===== src/rtl/di_hazard_stall_unit.sv =====
// Decode-stage hazard detection and stall controller with saturating stall/flush counters.
// Covers the beq/load cases the decode forwarding paths cannot resolve in time.
module di_hazard_stall_unit #(
   parameter int unsigned COUNTER_WIDTH = 16,
   parameter logic [5:0]  BEQ_OP        = 6'b000100,
   parameter logic [5:0]  RTYPE_OP      = 6'b000000,
   parameter logic [5:0]  SW_OP         = 6'b101011,
   parameter logic [5:0]  J_OP          = 6'b000010
) (
   input  logic                     clk,
   input  logic                     reset,
   input  logic [4:0]               IFIDReadReg1,
   input  logic [4:0]               IFIDReadReg2,
   input  logic [5:0]               operation,
   input  logic                     IDEXWriteSignal,
   input  logic                     IDEXMemRead,
   input  logic [4:0]               IDEXWriteReg,
   input  logic                     EXMEWriteSignal,
   input  logic                     EXMEMemRead,
   input  logic [4:0]               EXMEWriteReg,
   input  logic                     branchTaken,
   output logic                     pcWriteEnable,
   output logic                     IFIDWriteEnable,
   output logic                     IDEXBubble,
   output logic                     IFIDFlush,
   output logic [COUNTER_WIDTH-1:0] stallCycles,
   output logic [COUNTER_WIDTH-1:0] flushCount
);

   logic [1:0]               stallRemainingReg;
   logic [1:0]               stallRemainingNext;
   logic [COUNTER_WIDTH-1:0] stallCyclesReg;
   logic [COUNTER_WIDTH-1:0] stallCyclesNext;
   logic [COUNTER_WIDTH-1:0] flushCountReg;
   logic [COUNTER_WIDTH-1:0] flushCountNext;

   logic       usesRs;
   logic       usesRt;
   logic       isBeq;
   logic [4:0] srcReg [2];
   logic [1:0] srcUsed;
   logic [1:0] idexMatch;
   logic [1:0] exmemMatch;
   logic       idexHit;
   logic       exmemHit;
   logic       hazA;
   logic       hazB;
   logic       hazC;
   logic       hazD;
   logic [1:0] need;
   logic       stall;
   logic       flush;

   assign usesRs = (operation != J_OP);
   assign usesRt = (operation == RTYPE_OP) || (operation == BEQ_OP) || (operation == SW_OP);
   assign isBeq  = (operation == BEQ_OP);

   assign srcReg[0]  = IFIDReadReg1;
   assign srcReg[1]  = IFIDReadReg2;
   assign srcUsed[0] = usesRs;
   assign srcUsed[1] = usesRt;

   // Register 0 is hardwired, so it can never be a true dependency.
   generate
      for (genvar gi = 0; gi < 2; gi++) begin : gSrcMatch
         assign idexMatch[gi]  = srcUsed[gi] && (srcReg[gi] != 5'd0) && (srcReg[gi] == IDEXWriteReg);
         assign exmemMatch[gi] = srcUsed[gi] && (srcReg[gi] != 5'd0) && (srcReg[gi] == EXMEWriteReg);
      end
   endgenerate

   assign idexHit  = |idexMatch;
   assign exmemHit = |exmemMatch;

   assign hazA = IDEXMemRead  && IDEXWriteSignal && idexHit  &&  isBeq;
   assign hazB = IDEXMemRead  && IDEXWriteSignal && idexHit  && !isBeq;
   assign hazC = !IDEXMemRead && IDEXWriteSignal && idexHit  &&  isBeq;
   assign hazD = EXMEMemRead  && EXMEWriteSignal && exmemHit &&  isBeq;

   // Hazard inputs are only trusted when no stall is already in progress.
   always_comb begin
      need = 2'd0;
      if (stallRemainingReg == 2'd0) begin
         if (hazA) begin
            need = 2'd2;
         end else if (hazB || hazC || hazD) begin
            need = 2'd1;
         end
      end
   end

   assign stall = (stallRemainingReg != 2'd0) || (need != 2'd0);
   assign flush = branchTaken && !stall;

   always_comb begin
      stallRemainingNext = 2'd0;
      if (stallRemainingReg != 2'd0) begin
         stallRemainingNext = stallRemainingReg - 2'd1;
      end else if (need != 2'd0) begin
         stallRemainingNext = need - 2'd1;
      end
   end

   always_comb begin
      stallCyclesNext = stallCyclesReg;
      flushCountNext  = flushCountReg;
      if (stall && (stallCyclesReg != {COUNTER_WIDTH{1'b1}})) begin
         stallCyclesNext = stallCyclesReg + COUNTER_WIDTH'(1);
      end
      if (flush && (flushCountReg != {COUNTER_WIDTH{1'b1}})) begin
         flushCountNext = flushCountReg + COUNTER_WIDTH'(1);
      end
   end

   always_ff @(posedge clk or posedge reset) begin
      if (reset) begin
         stallRemainingReg <= 2'd0;
         stallCyclesReg    <= '0;
         flushCountReg     <= '0;
      end else begin
         stallRemainingReg <= stallRemainingNext;
         stallCyclesReg    <= stallCyclesNext;
         flushCountReg     <= flushCountNext;
      end
   end

   // Reset forces the pipeline controls to their free-running values at once.
   assign pcWriteEnable   = reset || !stall;
   assign IFIDWriteEnable = reset || !stall;
   assign IDEXBubble      = !reset && stall;
   assign IFIDFlush       = !reset && flush;
   assign stallCycles     = stallCyclesReg;
   assign flushCount      = flushCountReg;

endmodule


===== config.mk =====
export PLATFORM = sky130hd
export DESIGN_NAME = di_hazard_stall_unit
export DESIGN_NICKNAME = d
export VERILOG_FILES = /design/src/rtl/di_hazard_stall_unit.sv
export SDC_FILE = /design/constraint.sdc
export NUM_CORES = 1
export LEC_CHECK = 0
export BUFFER_PORTS_ARGS = -buffer_cell sky130_fd_sc_hd__buf_2
export CORE_MARGIN = 4
export CORE_UTILIZATION = 40
export CTS_CLUSTER_SIZE = 24
export DETAILED_ROUTE_END_ITERATION = 8
export PLACE_DENSITY = 0.69
export SYNTH_ARGS = -nofsm -noshare
export SYNTH_HDL_FRONTEND = slang
export SYNTH_SLANG_ARGS = --single-unit

===== constraint.sdc =====
create_clock -name clk -period 2.55 [get_ports clk]
set_input_delay 0.1275 -clock clk [delete_from_list [all_inputs] [get_ports clk]]
set_output_delay 0.1275 -clock clk [all_outputs]
set_load 0.05 [all_outputs]

==> impl_metrics.csv <==
group,metric,value,unit
timing,tightest_slew,0.532,ns
grt,grt_pass1_vias,1785,
floorplan,start_util,42.5,%
drt,drtAntennaViolNets,0,
yosys,synth_flop_cell,"dfrtp_1",
power,powerDensity,642,nW/µm²
worst_setup_path,cpMostUsedCell,"buf_2",
yosys,yosysSeqAreaShare,41.1,%
timing,finalSetupTns,0,ns
status,outcome,"completed",
drt,drc,0,
yosys,synth_seq_cells,34,
hold_path,hold_class,"primary input to flip-flop",
clock_network,cts_resized,0,
floorplan,die_area,6400,µm²
power,comb_power_share,33.5,%
floorplan,core,4880,µm²
power,clkPwrFrac,24.7,%
timing,hold_viol,0,
grt,grtUsageTotal,16.0,%
clock_network,postCtsSetupRepairBufs,0,
yosys,synth_fp_nets,240,
drt,dr_total_vias,1812,
clock_network,clkLatencyLatePin,0.28,ns
worst_setup_path,crit_path_end_kind,"output pin",
grt,gr-total-overflow,0,
drt,avgViaCountPerCell,5.18,
grt,grt.busiest_layer,"met2",
power,swShare,40.3,%
yosys,syn_inst,205,
grt,grt_util_met1,20.7,%
final_layout,mostFrequentLayoutCell,"buf_2",
worst_setup_path,critPathMaxFanout,4,
power,p_seq_share,41.8,%
drt,drt_wl_total,4720,µm
power,p_int,1000,µW
grt,use_met2,26.6,%
timing,hold-worst-slack,0.151,ns
clock_network,cts_max_level,2,
grt,antenna_found_initial,0,
yosys,yosys.area.top_type,"dfrtp_1",
grt,grt_max_degree,22,
worst_setup_path,cpPeakStageDelay,0.52,ns
worst_setup_path,cp-start-kind,"primary input",
clock_network,cts_buffers,5,
final_layout,nNetsFinal,317,
timing,fmax,463,MHz
yosys,synthTopCellsByArea,"dfrtp_1 (41%), xnor2_1 (12%), xor2_1 (6.8%), nand3_1 (4.6%), nand4_1 (3.6%)",
clock_network,clk_transition_reported_paths,0.06,ns
final_layout,antenna_cells,0,
grt,grt_pass1_wl,8200,µm
flow_run,maxCapViolations,0,
timing,min_period_over_period,84.6,%
yosys,yosysTopAreaCellShare,41.1,%
place,numPortBuffers,68,
grt,met3_usage,4.51,%
drt,wl_per_cell,13.5,µm
yosys,yosysWarnings,0,
clock_network,hold_buffers,1,
yosys,avgSynthCellArea,10.1,µm²
timing,finalCriticalPeriod,2.16,ns
place,gp_congestion,0.771,
clock_network,cts_tree,"yes",
power,power_switching,679,µW
floorplan,die_w,80.0,µm
final_layout,drive_above_1_share,36.0,%
worst_setup_path,worstPathCellList,"buf_2 -> or4_1 -> o21a_1 -> nor4_1 -> o22ai_1 -> a31oi_2 -> buf_2",
yosys,ys_async_sr_fraction,100,%
timing,skew,0.00927,ns
floorplan,rows,25,
power,ir_drop,0.658,mV
clock_network,cts_num_sinks,34,
yosys,synth_edf_count,0,
worst_setup_path,cp.required,2.42,ns
worst_setup_path,crit_type,"primary input to output pin",
worst_setup_path,cp_data_arrival_time,2.03,ns
floorplan,pin_count,69,
clock_network,ctsLongestPathBuffers,2,
yosys,synth_area,2070,µm²
yosys,synthDistinctLibCells,41,
final_layout,area_growth,26.5,%
final_layout,final_cell_mix,"buf_2 (68), dfrtp_1 (34), xnor2_1 (29)",
worst_setup_path,crit_slowest_cell,"or4_1",
drt,firstDrtPassIters,4,
timing,setup_violations,0,
floorplan,die_y,80.0,µm
clock_network,cts-root-buf,"clkbuf_8",
timing,rsz0062_at_grt,"false",
power,static-leakage-power,0.00124,µW
timing,slew_violations,0,
timing,max-slew-margin-rel,64.5,%
place,place_hpwl,3760,µm
drt,drt_iter0_markers,53,
==> path summary, 6_finish.rpt <==
| check | startpoint | to | slack [ns] | cells past startpoint |
|---|---|---|---|---|
| max | operation[5] | IDEXBubble | 0.39 | 7 |
| min | IDEXMemRead | stallRemainingReg[0] | 0.15 | 3 |
| max reg2reg | flushCount[8] | flushCount[1] | 0.58 | 7 |
| min reg2reg | stallRemainingReg[0] | stallRemainingReg[0] | 0.47 | 1 |
| max in group asynchronous | reset | flushCount[11] | 1.39 | 4 |
| min in group asynchronous | reset | stallRemainingReg[1] | 0.47 | 3 |
==> Yosys cell counts, types with 3 or more instances <==
cell type and n:
xor2_1 16, or4_1 4, nor4_2 6, dfrtp_1 34, xnor2_1 29, nand2_1 9, nand4_1 12, inv_1 7
nor4_1 4, nor3_1 7, nor2_1 8, a21oi_1 3, and2_1 3, nand3_1 19, and3_1 8
==> cells by family (layout without fill, tap and decap cells) <==
logic type | count (synthesis) | after routing | share of synthesized area [%]
AND/OR/NAND/NOR | 93 | 93 | 27.4
AO/OA/AOI/OAI | 13 | 13 | 4.71
flip-flops | 34 | 34 | 41.1
multiplexers | 3 | 3 | 1.63
adder cells (fa/ha/maj) | 2 | 2 | 1.21
buffers and inverters | 13 | 91 | 3.38
XOR/XNOR | 47 | 47 | 20.6
==> per-layer routing <==
metal / wire length, µm / up-vias / part of all wire [%]
met4: 24 / 0 / 0.51
met1: 2060 / 865 / 44
li1: - / 889 / -
met5: 0 / - / 0
met2: 2290 / 56 / 49
met3: 344 / 2 / 7.3
==> worst max-delay path, delay by kind of cell <==
family,cells,cell delay [ns]
AO/OA/AOI/OAI,3,0.61
buffers and inverters,2,0.41
AND/OR/NAND/NOR,2,0.89
==> sequential cells by signal, indices dropped and copies added, names as in the netlist <==
register and cells:
flushCount 16, stallCycles 16, stallRemainingReg 2
==> area by class of cell <==
cell class / instances / area (µm²)
clock buffer: 6 / 82.6
clock inverter: 2 / 12.5
fill: 472 / 2260
inverter: 7 / 26.3
multi-input combinational: 158 / 1160
sequential: 34 / 851
tap: 67 / 83.8
timing repair buffer: 76 / 403
==> power groups by stage <==
stage / Sequential [µW] / Combinational, µW / Clock [µW]
after floorplan: 935 / 183 / 0
after global placement: 710 / 562 / 0
after detailed placement: 713 / 570 / 0
after CTS: 704 / 573 / 428
after global routing: 720 / 615 / 456
final: 703 / 565 / 415
==> per-stage QoR <==
stage / area, µm² / total power, µW / worst slack, ns / std cells / util [%]
floorplan: 2080 / 1120 / -0.178 / 205 / -
global placement: 2520 / 1270 / 0.218 / 341 / 51.6
detailed placement: 2520 / 1280 / 0.153 / 341 / 51.6
CTS: 2620 / 1700 / 0.392 / 350 / 53.7
global route: 2620 / 1790 / 0.235 / 350 / 53.7
finish: 2620 / 1680 / 0.392 / 350 / 53.7
(Power assumes the default switching activity.)
